## config.mk

```make
export PLATFORM = sky130hd
export DESIGN_NAME = conv_encoder_k3
export DESIGN_NICKNAME = d
export VERILOG_FILES = /design/src/rtl/conv_encoder_k3.sv
export SDC_FILE = /design/constraint.sdc
export NUM_CORES = 1
export LEC_CHECK = 0
export ABC_AREA = 1
export BUFFER_PORTS_ARGS = -buffer_cell sky130_fd_sc_hd__buf_2
export CORE_ASPECT_RATIO = 0.75
export CORE_MARGIN = 2
export CORE_UTILIZATION = 56
export CTS_BUF_LIST = sky130_fd_sc_hd__clkbuf_8
export CTS_CLUSTER_DIAMETER = 120
export DETAILED_ROUTE_END_ITERATION = 10
export PLACE_DENSITY = 0.82
export SKIP_LAST_GASP = 1
export SYNTH_ARGS = -nofsm -noshare
export SYNTH_HDL_FRONTEND = slang
export SYNTH_SLANG_ARGS = --single-unit
```

## constraint.sdc

```tcl
create_clock -name clk -period 1.66 [get_ports clk]
set_clock_uncertainty 0.05 [all_clocks]
set_input_delay 0 -clock clk [delete_from_list [all_inputs] [get_ports clk]]
set_output_delay 0 -clock clk [all_outputs]
set_load 0.005 [all_outputs]
```

## src/rtl/conv_encoder_k3.sv

```systemverilog
// Rate-1/2, K=3 convolutional encoder (G0=7, G1=5 octal) with valid/ready handshakes,
// optional two-bit zero tail per frame and a wrapping completed-frame counter.
module conv_encoder_k3 #(
    parameter bit TAIL_EN = 1'b1,
    parameter int CNT_W   = 16
) (
    input  logic             clk,
    input  logic             rst_n,
    input  logic             s_valid_i,
    output logic             s_ready_o,
    input  logic             s_bit_i,
    input  logic             s_last_i,
    output logic             m_valid_o,
    input  logic             m_ready_i,
    output logic [1:0]       m_sym_o,
    output logic             m_tail_o,
    output logic             m_last_o,
    output logic [CNT_W-1:0] frames_o
);

    typedef enum logic {
        DATA = 1'b0,
        TAIL = 1'b1
    } state_t;

    state_t     state, state_n;
    logic       tail_cnt, tail_cnt_n;
    logic [1:0] sr, sr_n;
    logic       rst_done;
    logic       slot_free;
    logic       load, ld_u, ld_tail, ld_last;
    logic [1:0] ld_sym;

    assign slot_free = !m_valid_o || m_ready_i;

    // NOTE: every output of this block gets a default before the case, so no latch can be inferred.
    always_comb begin
        state_n    = state;
        tail_cnt_n = tail_cnt;
        sr_n       = sr;
        s_ready_o  = 1'b0;
        load       = 1'b0;
        ld_u       = 1'b0;
        ld_tail    = 1'b0;
        ld_last    = 1'b0;
        case (state)
            DATA: begin
                s_ready_o = rst_done && slot_free;
                if (s_valid_i && s_ready_o) begin
                    load = 1'b1;
                    ld_u = s_bit_i;
                    sr_n = {s_bit_i, sr[1]};
                    if (s_last_i) begin
                        if (TAIL_EN) begin
                            state_n    = TAIL;
                            tail_cnt_n = 1'b0;
                        end else begin
                            // Untailed frames restart the trellis from S0.
                            ld_last = 1'b1;
                            sr_n    = 2'b00;
                        end
                    end
                end
            end
            TAIL: begin
                if (slot_free) begin
                    load    = 1'b1;
                    ld_tail = 1'b1;
                    sr_n    = {1'b0, sr[1]};
                    if (tail_cnt == 1'b0) begin
                        tail_cnt_n = 1'b1;
                    end else begin
                        ld_last    = 1'b1;
                        tail_cnt_n = 1'b0;
                        state_n    = DATA;
                    end
                end
            end
            default: state_n = DATA;
        endcase
        ld_sym = {ld_u ^ sr[1] ^ sr[0], ld_u ^ sr[0]};
    end

    // NOTE: sequential state uses non-blocking assignments so all registers update from pre-edge values.
    always_ff @(posedge clk or negedge rst_n) begin
        if (!rst_n) begin
            state    <= DATA;
            tail_cnt <= 1'b0;
            sr       <= 2'b00;
            rst_done <= 1'b0;
        end else begin
            state    <= state_n;
            tail_cnt <= tail_cnt_n;
            sr       <= sr_n;
            rst_done <= 1'b1;
        end
    end

    // Single output slot: reload, drain, or hold while stalled.
    always_ff @(posedge clk or negedge rst_n) begin
        if (!rst_n) begin
            m_valid_o <= 1'b0;
            m_sym_o   <= 2'b00;
            m_tail_o  <= 1'b0;
            m_last_o  <= 1'b0;
        end else if (load) begin
            m_valid_o <= 1'b1;
            m_sym_o   <= ld_sym;
            m_tail_o  <= ld_tail;
            m_last_o  <= ld_last;
        end else if (m_ready_i) begin
            m_valid_o <= 1'b0;
        end
    end

    always_ff @(posedge clk or negedge rst_n) begin
        if (!rst_n) begin
            frames_o <= '0;
        end else if (m_valid_o && m_ready_i && m_last_o) begin
            frames_o <= frames_o + CNT_W'(1);
        end
    end

endmodule

```

Word level (Yosys, flattened, before mapping)
Index checks and enable logic that the tools add are counted.
{"block": "word_totals", "reg_bits": 26, "in_bits": 6, "output_inout_bits": 22, "wordCells": 50}
{"block": "op_classes", "add_sub_neg": 1, "n_eq_ne": 3, "n_mux": 24, "bitwise_logic": 4, "reduce_logical": 9}
{"cell": "1-bit 2-to-1 mux", "count": 17}
{"cell": "16-bit by 1-bit adder with 16-bit output, second input constant", "count": 1}
{"cell": "1-bit case mux with 2 select lines", "count": 4}
{"cell": "1-bit logical AND", "count": 4}
{"cell": "2-bit 2-to-1 mux", "count": 2}
{"cell": "2-bit inequality test, second input constant", "count": 2}
{"cell": "2-bit case mux with 2 select lines", "count": 1}
{"cell": "3-bit AND reduction", "count": 1}
{"cell": "1-bit XOR", "count": 3}
{"cell": "2-bit by 1-bit inequality test with 1-bit output, second input constant", "count": 1}
{"cell": "2-bit AND reduction", "count": 1}
{"cell": "2-bit nonzero test", "count": 1}
{"cell": "1-bit logical NOT", "count": 1}
{"cell": "1-bit logical OR", "count": 1}
{"cell": "1-bit NOT", "count": 1}

Longest topological paths before layout
Gate-level depths: netlist of run 1.
{"block": "depth", "word_depth": 8, "mapped_depth": 8, "depth_no_buf": 8}

Worst setup path after synthesis of run 1
OpenSTA, ideal clock, no wires.
{"block": "synth_timing", "path_kind": "register -> register", "startpoint": "register m_valid_o", "endpoint": "register frames_o[12]", "setup_time_ps": 124, "arrival_ps": 1119, "t_required_ps": 1486, "path_slack_ps": 367, "path_stages_with_launch": 7, "path_buffers": 0, "period_less_slack_ps": 1293, "cell_sequence": "dfrtp_1 > nand3_2 > nor2_4 > nand2_4 > nor2_4 > nand2_2 > xnor2_2"}
{"block": "synth_between", "elab_chain_cells": 2}
{"element": "start: declaration", "line_no": "13", "rtl": "output logic m_valid_o,"}
{"element": "start signal: assignment", "line_no": "102", "rtl": "m_valid_o <= 1'b0;"}
{"element": "start signal: assignment", "line_no": "107", "rtl": "m_valid_o <= 1'b1;"}
{"element": "start signal: assignment", "line_no": "112", "rtl": "m_valid_o <= 1'b0;"}
{"element": "1-bit logical AND (2 in series)", "line_no": "119", "rtl": "end else if (m_valid_o && m_ready_i && m_last_o) begin"}
{"element": "end signal: assignment", "line_no": "120", "rtl": "frames_o <= frames_o + CNT_W'(1);"}
{"element": "end: declaration", "line_no": "18", "rtl": "output logic [CNT_W-1:0] frames_o"}
Every way passes these cells.
A chain may end at the register's enable or synchronous reset.

Final worst setup path of run 1
{"block": "layout_timing", "startpoint": "register m_valid_o", "endpoint": "register frames_o[10]"}
Same word-level chain as after synthesis.

==> results of run 1 <==
worst min-delay path, delay by kind of cell:
family,cells,cell delay [ns]
AO/OA/AOI/OAI,1,0.06
buffers and inverters,1,0.12
AND/OR/NAND/NOR,1,0.07
where the power goes:
part / switching, mW / internal, mW
Sequential: 0.137 / 0.782
Combinational: 0.311 / 0.254
Clock: 0.177 / 0.162
Total: 0.625 / 1.20
per-layer routing:
layer  global-route usage  up-vias  share of wire
li1                     -      541              -
met1                0.305      504           0.48
met2                0.341       27           0.46
met3               0.0568        8          0.034
met4               0.0933        0          0.024
met5                    0        -              0
flip-flops by register name (all words and copies together) (netlist names):
| name | count |
|---|---|
| frames_o | 16 |
| m_last_o | 1 |
| m_sym_o | 2 |
| m_tail_o | 1 |
| m_valid_o | 1 |
| rst_done | 1 |
| sr | 2 |
| state | 1 |
| tail_cnt | 1 |
cell families (layout without fill, tap and decap cells):
group	Yosys count	count (layout)	share of synthesized area
AOI/OAI and AO/OA	10	10	0.0447
other	1	1	0.00285
and+or+nand+nor	79	79	0.304
buffers and inverters	23	58	0.0656
xor gates and xnor gates	11	11	0.0789
adders and majority gates	1	1	0.00950
DFF	26	26	0.494
metrics by stage:
step	std cells	cell area (sq um)
floorplan	151	1320
detailed placement	212	1490
global placement	212	1490
CTS	218	1570
global route	220	1590
finish	220	1590
cells in the final DEF (no fill, tap or decap), types with 2 or more instances in the layout:
master,netlist,layout
nand3_2,1,2
dfrtp_1,26,25
buf_2,0,27
dlygate4sd3_1,0,2
nand2_1,42,42
nor2_4,5,5
nor2_1,10,9
nand3_1,10,9
inv_1,22,22
nand4_1,4,4
o21a_1,2,2
buf_4,0,3
a21oi_1,3,3
o21ai_0,3,2
xor2_1,7,7
clkbuf_8,0,3
nand2_4,1,2
xnor2_1,3,3
nand2_2,3,2
area by class of cell:
type                       count  area [sq um]  area share
inverter                      23          86.3      0.0542
sequential                    26           652       0.410
timing repair buffer          32           178       0.112
multi-input combinational    102           592       0.372
clock buffer                   3          41.3      0.0259
tap                           34          42.5      0.0267
worst paths after layout:
path / from / endpoint / slack, ns
setup / recovery: m_valid_o / frames_o[10] / 0.20
hold / removal: s_valid_i / state / -0.03
setup reg to reg: m_valid_o / frames_o[10] / 0.20
hold reg to reg: m_tail_o / m_tail_o / 0.43
max in group asynchronous: rst_n / m_valid_o / 0.94
min in group asynchronous: rst_n / rst_done / 0.21
what timing repair did:
action                                 in CTS  in global routing
setup endpoints to repair                   0                  1
resized for setup                           0                  5
hold buffers                                3                  0
buffers inserted                            0                  3
endpoints found under the hold margin      27                  0
==> metrics.yaml, run 1 <==
status: "complete, but fails checks"
timing.fmax_ghz: 0.686
clk_pin_slew_ns: 0.08
drv_slew: 0
core.rowCount: 15
dieArea_sq_um: 2760
finalSetupViolCount: 0
synth_area_sq_um: 1320
grt_pass1_wl_um: 4540
wl_per_cell_um: 12.8
max_stage_delay_ns: 0.43
startpoint_type: "register"
cp_top_family: "simple AND/OR/NAND/NOR gates"
crit_chain: "buf_4 > nand3_2 > nor2_4 > nand2_4 > nor2_4 > nand2_1 > xor2_1"
min_path_type: "in -> reg"
cp_slowest_cell: "dfrtp_2"
wirelength_um: 2820
synthCells: 151
fillers: 175
ys_top_cells_by_area: "dfrtp_1 49%, nand2_1 12%, inv_1 6.3%"
grt_max_degree: 27
max-cap-violations: 0
ff2ff_path_depth: 7
grt.total_usage: 0.224
grt.overflow.total: 0
ant_nets: 0
cts.sinks: 26
setup_ws_ns: 0.201
start_util: 0.580
htreeDepth: 1
dp_hpwl_um: 2040
hold_viol: 1
p_per_area_nw_per_um2: 1150
critPathKind: "reg -> reg"
yosys_register_bits: 26
final_core_util: 0.701
die_width_um: 60.0
drive_above_1_share: 0.263
ys_warn_count: 0
antenna_found_initial: 0
fin_crit_sh: 0.879
failed_checks: "negative hold slack"
cp.depth: 7
avgSynthCellArea_sq_um: 8.72
cp_max_fo: 6
cts_tree: "done"
endpoint_kind: "register"
holdWs_ns: -0.0255
ir_drop_uv: 889
cts_buffers: 3
yosys-top-cells-count: "42 x nand2_1, 26 x dfrtp_1, 22 x inv_1, 10 x nand3_1, 10 x nor2_1"
grt_pass1_vias: 1032
fin_crit_ns: 1.46
cp_common_cell: "nor2_4"
critPathBufInv: 1
crit_required_ns: 1.76
vias_per_cell: 4.91
port_buffers: 27
cts_root_buffer: "clkbuf_8"
dr_total_vias: 1080
pin_count: 28
worst_pin_slew_ns: 0.569
worstPathArrival_ns: 1.56
drc: 0
area_delta_synth_final_pct: 20.9
yosysUniqueCellTypes: 24
synth_nets: 158
holdPathStages: 3
synth_top_flop_cell: "dfrtp_1"
clock_latency_ns: 0.26
synth_most_common_cell: "nand2_1"
num_antenna_cells: 0
clk_path_buf_depth: 2
post-place-ws_ns: 0.281
total_power_mw: 1.82
synth.top_cell.area_share: 0.494
post-synth-top-area-cell: "dfrtp_1"
async_flop_share: 1.00
finalWeightedCongestion: 0.868
ys_seq_area_frac: 0.494
relSlewSlack: 0.621
rsz0062_at_grt: "false"
firstDrtPassIters: 4
synth_edf_count: 0
die_y_um: 46.0
nNetsFinal: 195
core_sq_um: 2270
drt_iter0_markers: 30
finalSetupTns_ns: 0
p_leak_nw: 0.861
Note: power is estimated with default switching activity, not from simulation.
==> run 2: changes to the inputs <==
--- a/config.mk
+++ b/config.mk
@@ -5,15 +5,15 @@
 export SDC_FILE = /design/constraint.sdc
 export NUM_CORES = 1
 export LEC_CHECK = 0
-export ABC_AREA = 1
+export ABC_AREA = 0
 export BUFFER_PORTS_ARGS = -buffer_cell sky130_fd_sc_hd__buf_2
 export CORE_ASPECT_RATIO = 0.75
 export CORE_MARGIN = 2
-export CORE_UTILIZATION = 56
+export CORE_UTILIZATION = 54
 export CTS_BUF_LIST = sky130_fd_sc_hd__clkbuf_8
 export CTS_CLUSTER_DIAMETER = 120
 export DETAILED_ROUTE_END_ITERATION = 10
-export PLACE_DENSITY = 0.82
+export PLACE_DENSITY = 0.8
 export SKIP_LAST_GASP = 1
 export SYNTH_ARGS = -nofsm -noshare
 export SYNTH_HDL_FRONTEND = slang
==> metrics.yaml, run 2 <==
status: "complete, no violations"
post-synth-top-area-cell: "dfrtp_1"
cts_root_buffer: "clkbuf_8"
core.rowCount: 14
grt.total_usage: 0.205
regArea_sq_um: 651
max-cap-violations: 0
wirelength_um: 2160
top_register: "frames_o"
reg_top3: "frames_o (16), m_sym_o (2), sr (2)"
ys_seq_area_frac: 0.559
rsz0062_at_grt: "false"
port_buffers: 27
synth_area_sq_um: 1160
async_flop_share: 1.00
dr_total_vias: 873
ir_drop_uv: 1300
ys_warn_count: 0
firstDrtPassIters: 4
p_comb_frac: 0.258
core_sq_um: 2010
final_cell_mix: "27 x buf_2, 26 x dfrtp_1, 15 x nand2_1"
synthAdderAreaFrac: 0.0107
hold_viol: 0
vias_per_cell: 5.56
yosysUniqueCellTypes: 27
worst_pin_slew_ns: 0.561
pin_count: 28
total_power_mw: 1.84
grt_max_degree: 27
area_delta_synth_final_pct: 20.3
synth_edf_count: 0
seqPwrFrac: 0.522
grt_pass1_vias: 833
setup_ws_ns: 0.142
yosys-top-cells-count: "26 x dfrtp_1, 15 x nand2_1, 12 x xnor2_1, 6 x nand4_1, 6 x xor2_1"
synth_most_common_cell: "dfrtp_1"
grt.overflow.total: 0
final_common_cell: "buf_2"
p_leak_nw: 0.701
start_util: 0.578
grt_pass1_wl_um: 3830
cts.sinks: 26
clock_latency_ns: 0.27
final_core_util: 0.696
drive_above_1_share: 0.286
clk_path_buf_depth: 2
drc: 0
dp_hpwl_um: 1600
drt_iter0_markers: 20
synth.top_cell.area_share: 0.559
synthCells: 101
synth-simple-area-share: 0.204
endpoint_kind: "register"
cp_max_fo: 5
dieArea_sq_um: 2550
nNetsFinal: 141
cts_tree: "done"
p_switching_mw: 0.606
power_frac_clock: 0.220
synth_top_family_by_area: "simple AND/OR/NAND/NOR gates"
fin_crit_ns: 1.52
fillers: 161
crit_required_ns: 1.77
cts_buffers: 3
swShare: 0.329
place_inst: 151
synth-xor-area-share: 0.135
fin_crit_sh: 0.915
critPathKind: "reg -> reg"
place_area_sq_um: 1330
p_int_mw: 1.24
post_cts_buffers: 0
timing.fmax_ghz: 0.659
avgSynthCellArea_sq_um: 11.5
relSlewSlack: 0.626
synth_nets: 108
largest_reg_flops: 16
clk_pin_slew_ns: 0.09
holdWs_ns: 0.0734
antenna_found_initial: 0
htreeDepth: 1
post-place-ws_ns: 0.140
stdcell_count: 157
finalSetupTns_ns: 0
finalWeightedCongestion: 0.843
drv_slew: 0
die_y_um: 44.2
p_per_area_nw_per_um2: 1320
ys_top_cells_by_area: "dfrtp_1 56%, xnor2_1 9.0%, nand2_1 4.8%"
ant_nets: 0
min_path_type: "in -> reg"
finalSetupViolCount: 0
yosys-mux-area-fraction: 0.0193
finalInstanceArea_sq_um: 1400
startpoint_type: "register"
multiInputGateArea_sq_um: 510
die_width_um: 57.6
worstPathArrival_ns: 1.63
synth_top_flop_cell: "dfrtp_1"
synth_compound_area_frac: 0.0655
num_antenna_cells: 0
wl_per_cell_um: 13.7
yosys_register_bits: 26
regToRegSetupSlack_ns: 0.14
[run 2: cell type report]
class / instances / area share
Multi-Input combinational cell: 74 / 0.364
Clock buffer: 4 / 0.0393
Sequential cell: 26 / 0.464
Tap cell: 24 / 0.0214
Timing Repair Buffer: 29 / 0.111
[run 2: critical path: stages (launching register included)]
cell	delay, ns
dfrtp_1	0.43
ha_1	0.19
nand4_2	0.15
nor3_2	0.30
nand4_1	0.14
xnor2_1	0.14
[run 2: final timing paths]
check	startpoint	end	cells past startpoint
worst max-delay path	frames_o[0]	frames_o[14]	5
worst min-delay path	m_ready_i	frames_o[2]	3
worst max register to register	frames_o[0]	frames_o[14]	5
worst min register to register	frames_o[15]	frames_o[15]	1
max in group asynchronous	rst_n	m_valid_o	2
min in group asynchronous	rst_n	sr[0]	2
[run 2: routing by layer]
metal  wire (um)  global-route usage
met5           0                   0
met4          36              0.0837
met3         139              0.0760
met2         939               0.302
met1        1040               0.276
[run 2: timing repair]
action                                  CTS  global route
gates resized for setup                   0             0
endpoints found under the setup margin    0             0
endpoints found under the hold margin    27             0
hold buffers                              2             0
[run 2: logic make-up after synthesis]
logic type / count (synthesis)
other: 1
adder cells (fa/ha/maj): 1
AO/OA/AOI/OAI: 12
multiplexers: 2
AND/OR/NAND/NOR: 40
flip-flops: 26
XOR/XNOR: 18
buffers and inverters: 1
[run 2: power by group through the flow]
stage	logic, mW	registers, mW	clock network [mW]
floorplan	0.319	0.927	0
finish	0.476	0.962	0.406
CTS	0.483	0.961	0.418
global route	0.545	0.995	0.443
detailed placement	0.475	0.974	0
global placement	0.461	0.960	0
==> run 3: changes to the inputs <==
==> constraint.sdc (replaced) <==
create_clock -name clk -period 1.6 [get_ports clk]
set_clock_uncertainty 0.05 [all_clocks]
set_input_delay 0 -clock clk [delete_from_list [all_inputs] [get_ports clk]]
set_output_delay 0 -clock clk [all_outputs]
set_load 0.005 [all_outputs]
==> metrics.yaml, run 3 (same netlist as run 2, synthesis figures left out) <==
dp_hpwl_um: 1800
antenna_found_initial: 0
pin_count: 28
p_leak_nw: 0.770
cts_buffers: 3
dieArea_sq_um: 2550
total_power_mw: 2.01
wirelength_um: 2400
drv_slew: 0
area_delta_synth_final_pct: 26.1
dr_total_vias: 897
seqPwrFrac: 0.474
cts_tree: "done"
fillers: 155
p_per_area_nw_per_um2: 1370
max-cap-violations: 0
grt.total_usage: 0.216
final_cell_mix: "27 x buf_2, 26 x dfrtp_1, 15 x nand2_1"
ant_nets: 0
fin_crit_ns: 1.51
grt_pass1_wl_um: 4040
wl_per_cell_um: 14.6
p_comb_frac: 0.314
fin_crit_sh: 0.945
ir_drop_uv: 1200
top_register: "frames_o"
start_util: 0.578
nNetsFinal: 148
finalInstanceArea_sq_um: 1470
reg_top3: "frames_o (16), m_sym_o (2), sr (2)"
finalWeightedCongestion: 0.832
largest_reg_flops: 16
port_buffers: 27
final_core_util: 0.729
post-place-ws_ns: 0.0773
power_frac_clock: 0.212
clk_path_buf_depth: 2
drive_above_1_share: 0.329
grt_pass1_vias: 867
drt_iter0_markers: 18
hold_viol: 0
final_common_cell: "buf_2"
grt_max_degree: 27
die_y_um: 44.2
relSlewSlack: 0.623
core_sq_um: 2010
worstPathArrival_ns: 1.66
holdWs_ns: 0.0564
post_cts_buffers: 0
firstDrtPassIters: 3
stdcell_count: 164
startpoint_type: "register"
worst_pin_slew_ns: 0.566
finalSetupTns_ns: 0
endpoint_kind: "register"
regArea_sq_um: 651
crit_required_ns: 1.75
hold_start: "s_last_i"
swShare: 0.330
setup_ws_ns: 0.0875
p_switching_mw: 0.662
core.rowCount: 14
place_area_sq_um: 1380
num_antenna_cells: 0
drc: 0
crit_start: "frames_o[1]"
finalSetupViolCount: 0
multiInputGateArea_sq_um: 526
clock_latency_ns: 0.27
regToRegStartpoint: "frames_o[1]"
cts.sinks: 26
cts_root_buffer: "clkbuf_8"
vias_per_cell: 5.47
min_path_type: "in -> reg"
clk_pin_slew_ns: 0.08
critPathKind: "reg -> reg"
p_int_mw: 1.34
timing.fmax_ghz: 0.661
status: "complete, no violations"
htreeDepth: 1
grt.overflow.total: 0
place_inst: 158
cp_max_fo: 5
rsz0062_at_grt: "true"
die_width_um: 57.6
## run 3: path summary, 6_finish.rpt
check,cells after the start,endpoint,slack (ns)
worst min-delay path,3,state,0.06
worst max register to register,5,frames_o[8],0.09
max in group asynchronous,2,frames_o[1],0.92
worst min register to register,2,m_sym_o[0],0.43
worst max-delay path,5,frames_o[8],0.09
min in group asynchronous,2,m_sym_o[0],0.20
## run 3: timing repair
action | 4_1_cts | 5_1_grt
hold buffers | 2 | 0
hold endpoints to repair | 27 | 0
endpoints found under the setup margin | 0 | 3
gates resized for setup | 0 | 3
## run 3: cell type report
class	count	area share
multi-input combinational	74	0.358
timing repair buffer	36	0.141
tap	24	0.0204
clock buffer	4	0.0375
sequential	26	0.443
## run 3: critical path, stage by stage (launching register included)
cell	delay [ns]
dfrtp_1	0.43
ha_1	0.19
nand4_2	0.20
nor3_4	0.23
and3_1	0.19
xor2_1	0.14
## run 3: per-layer routing
metal / vias to the layer above / track usage / share of wire
met5: - / 0 / 0
met4: 0 / 0.0558 / 0.0038
met3: 2 / 0.0643 / 0.043
met2: 18 / 0.355 / 0.49
met1: 441 / 0.285 / 0.46
li1: 436 / - / -
## run 3: power by group through the flow
stage / clock (mW) / sequential (mW) / combinational (mW)
6_report: 0.425 / 0.952 / 0.630
5_1_grt: 0.467 / 0.977 / 0.702
4_1_cts: 0.441 / 0.948 / 0.633
3_5_place_dp: 0 / 0.961 / 0.629
3_3_place_gp: 0 / 0.950 / 0.590
2_1_floorplan: 0 / 0.962 / 0.331
